--- src/rtl/systolic_result_drain.sv ---
// systolic_result_drain: captures an M x M result tile on done and streams it out over valid/ready.
// Optional DRAIN_COL_MAJOR_EN selects column-major order (default row-major).
module systolic_result_drain #(
  parameter int DATA_WIDTH = 32,
  parameter int M = 3,
  localparam int RW = (M > 1) ? $clog2(M) : 1
) (
  input  logic                  clk,
  input  logic                  reset_n,
  input  logic                  done,
  input  logic [DATA_WIDTH-1:0] result_in [0:M-1][0:M-1],
  output logic                  m_valid,
  input  logic                  m_ready,
  output logic [DATA_WIDTH-1:0] m_data,
  output logic                  m_last,
  output logic [RW-1:0]         m_row,
  output logic [RW-1:0]         m_col,
  output logic                  busy,
  output logic                  overrun,
  input  logic                  clr_overrun
);
  localparam logic [0:0] IDLE = 1'b0;
  localparam logic [0:0] STREAM = 1'b1;
  localparam logic [RW-1:0] LAST_IDX = RW'(M - 1);
  logic [0:0] state;
  logic [RW-1:0] row, col, row_n, col_n;
  logic [DATA_WIDTH-1:0] tile [0:M-1][0:M-1];
  logic at_last, xfer, fin, load, drop;
  assign busy = state == STREAM;
  assign m_valid = busy;
  assign at_last = row == LAST_IDX && col == LAST_IDX;
  assign xfer = busy && m_ready;
  assign fin = xfer && at_last;
  // a tile is only accepted when the buffer is free by the end of this edge
  assign load = done && (!busy || fin);
  assign drop = done && busy && !fin;
`ifdef DRAIN_COL_MAJOR_EN
  always_comb begin
    row_n = (row == LAST_IDX) ? '0 : row + 1'b1;
    col_n = (row == LAST_IDX) ? col + 1'b1 : col;
  end
`else
  always_comb begin
    col_n = (col == LAST_IDX) ? '0 : col + 1'b1;
    row_n = (col == LAST_IDX) ? row + 1'b1 : row;
  end
`endif
  always_ff @(posedge clk or negedge reset_n) begin
    if (!reset_n) begin
      state <= IDLE;
      row <= '0;
      col <= '0;
      overrun <= 1'b0;
    end else begin
      state <= load ? STREAM : fin ? IDLE : state;
      row <= (load || fin) ? '0 : xfer ? row_n : row;
      col <= (load || fin) ? '0 : xfer ? col_n : col;
      overrun <= drop | (overrun & ~clr_overrun);
    end
  end
  always_ff @(posedge clk) begin
    if (load) tile <= result_in;
  end
  assign m_data = busy ? tile[row][col] : '0;
  assign m_row = busy ? row : '0;
  assign m_col = busy ? col : '0;
  assign m_last = busy && at_last;
endmodule

--- config.mk ---
export PLATFORM = sky130hd
export DESIGN_NAME = systolic_result_drain
export DESIGN_NICKNAME = d
export VERILOG_FILES = /design/src/rtl/systolic_result_drain.sv
export SDC_FILE = /design/constraint.sdc
export NUM_CORES = 1
export LEC_CHECK = 0
export ABC_AREA = 1
export BUFFER_PORTS_ARGS = -buffer_cell sky130_fd_sc_hd__buf_2
export CORE_AREA = 3 3 172 216
export DETAILED_ROUTE_END_ITERATION = 6
export DIE_AREA = 0 0 175 219
export SYNTH_ARGS = -nofsm -noshare
export SYNTH_HDL_FRONTEND = slang
export SYNTH_SLANG_ARGS = --single-unit
--- constraint.sdc ---
create_clock -name clk -period 11 [get_ports clk]
set_input_delay 2.2 -clock clk [delete_from_list [all_inputs] [get_ports clk]]
set_output_delay 2.2 -clock clk [all_outputs]
set_load 0.05 [all_outputs]
==> results.txt <==
result of the run: complete, no violations
Max Transition Viols Final: 0
VDD IR-drop max: 0.000145 V
quantity of gates resized following cts: 0
met3 GRT Util: 0.0282
flip-flop and latch count after synthesis: 294
highest-utilization routing layer at the global route stage: met2
slew at the pin closest to its max-slew limit: 1060 ps
ranking of synthesized cells by instance count: nand2_1 (332), edfxtp_1 (288), nor2_1 (97)
power density over cell area: 237 nW/um^2
Layout fillers: 3410
area of the die: 38300 sq um
count of warnings emitted by yosys: 0
antenna violations before repair: 10
Starting Density: 0.349
average wire per cell in the routed design: 18.8 microns
Core Area: 35300 sq um
die height: 219 microns
critical path data required time: 8800 ps
count of distinct cell types in the synthesized netlist: 26
final cycle utilization of the critical path: 0.518
Worst-Skew Late Latency: 570 ps
Longest Clk Path Bufs: 3
number of clock buffers inserted by TritonCTS: 31
routability congestion estimate: 0.874
setup violators final: 0
die span in x: 175 microns
depth of the worst register-to-register path: 7
Synth top area share: 0.703
post-synthesis to final-layout area growth: 24.5%
leading register cell type out of synthesis: edfxtp_1
total I/O pin count: 333
most repeated cell in the gate-level netlist after synthesis: nand2_1
worst hold slack: 603 ps
M1 GR Usage: 0.231
final-stage net count: 1676
count of port buffers added during placement: 332
power consumption: 3.63 mW
Final Core Density: 0.434
Post-Route Skew: 13.5 ps
drt drc: 0
area leader, netlist: edfxtp_1
share of final-layout standard cells stronger than drive strength 1: 0.296
Peak Freq: 175 MHz
first-pass detailed-route iteration total: 5
total number of vias: 8829
total gr overflow: 0
depth of the CTS H-tree: 1
setup repair after global routing missed its margin: false
number of instances in the synthesized netlist: 1067
arrival time at the worst endpoint: 3500 ps
biggest fanout along the worst timing path: 39
quantity of hold-fixing buffers added after cts: 0
number of global-route vias before repair: 8760
post-place setup slack: 5790 ps
largest cells by area after synthesis: edfxtp_1 (70%), nand2_1 (10%), nor2_1 (3.0%), nand3_1 (2.8%), inv_1 (2.3%)
# Post-CTS Setup Buffers: 0
post-synthesis instance area: 12300 sq um
max-slew headroom at the worst pin: 0.290
post-detailed-placement half-perimeter wirelength: 23.8 mm
syn avg cell area: 11.5 sq um
Hold Path Class: reg -> reg
start-to-end type of the worst setup path: reg -> out
max-capacitance violation count: 0
setup_tns: 0 ps
drt via density: 4.67
ys async rst share: 0.0204
clock root cell: clkbuf_16
Total Routing Usage GR: 0.179
launching element type of the critical path: register
post-synthesis sequential area ratio: 0.715
number of clock sinks: 294
CTS clock-pin slew for the worst setup and hold paths: 60 ps
total wire length: 35.5 mm
clock tree from TritonCTS: built
initial drt markers: 699
final hold violations: 0
maximum number of pins on one net before global-route repair: 138
number of nets in the synthesized netlist: 1361
first-pass GRT wire length: 52.0 mm
row count: 77
EDFF count, synth: 288
global routing met2 resource utilization: 0.306
Cells on Worst Hold Path: 2
remaining number of nets flagged by the antenna check after routing: 0
smallest setup slack after layout: 5300 ps
crit end category: output pin
min cycle time layout: 5700 ps
leakage: 6.37 nW
registers in the layout, summed over array words and instances (netlist names):
| signal | count |
|---|---|
| busy | 1 |
| col | 2 |
| overrun | 1 |
| row | 2 |
| tile | 288 |
critical path: stages (launching register included):
cell and delay (ps):
dfrtp_1 460, inv_2 100, nor2_4 750, buf_4 630, o211ai_1 180, nand2_1 150
nand2_1 60, nand3_1 110, nand2_1 50, inv_1 140, buf_2 280
placed cells by master, fill, tap and decap left out, drive strengths merged:
master  synthesis  routed
ha              1       1
nand2         333     333
buf            42     341
diode           0       8
clkbuf         17      42
nor3            1       1
a21oi           3       3
inv            80      80
nand3          69      69
o21ai          64      64
dfrtp           6       6
o211ai         32      32
o22ai           1       1
nor2           99      99
edfxtp        288     288
or2            31      31
bufinv          0       3
clkinv          0      13
path summary, 6_finish.rpt:
path	startpoint	to	slack, ps
setup / recovery	col[0]	m_data[19]	5300
hold / removal	overrun	overrun	600
setup reg to reg	row[1]	tile[220]	6320
hold reg to reg	overrun	overrun	600
max in group asynchronous	reset_n	row[1]	9320
min in group asynchronous	reset_n	col[1]	1480
power by group:
group	leakage (nW)	switching, mW	internal (mW)
Clock	0.484	0.436	0.596
Sequential	2.66	0.0568	1.30
Combinational	3.22	0.943	0.303
Total	6.37	1.44	2.20
final cells by class:
| type | count | area (sq um) | area share |
|---|---|---|---|
| Multi-Input combinational cell | 634 | 2870 | 0.187 |
| Clock buffer | 42 | 827 | 0.0540 |
| Clock inverter | 16 | 160 | 0.0105 |
| Sequential cell | 294 | 8800 | 0.575 |
| Tap cell | 474 | 593 | 0.0387 |
| Inverter | 80 | 309 | 0.0202 |
| Timing Repair Buffer | 341 | 1730 | 0.113 |
| Antenna cell | 8 | 20.0 | 0.00131 |
metrics by stage:
| step | cell area (sq um) | cells |
|---|---|---|
| after global placement | 14300 | 1823 |
| after detailed placement | 14300 | 1823 |
| final | 15300 | 1889 |
| after floorplan | 12300 | 1067 |
| after global routing | 15300 | 1889 |
| after CTS | 15300 | 1881 |
per-layer routing:
metal | up-vias | routed length, microns
li1 | 4235 | -
met1 | 4198 | 14600
met2 | 338 | 17900
met3 | 54 | 2090
met4 | 4 | 973
met5 | - | 34
cell families after synthesis:
group | after synthesis | synth area share
AO/OA/AOI/OAI | 100 | 0.0542
buffers and inverters | 139 | 0.0519
adder cells (fa/ha/maj) | 1 | 0.00102
flip-flops | 294 | 0.715
AND/OR/NAND/NOR | 533 | 0.178
No activity file was read; power rests on OpenSTA's default activity.
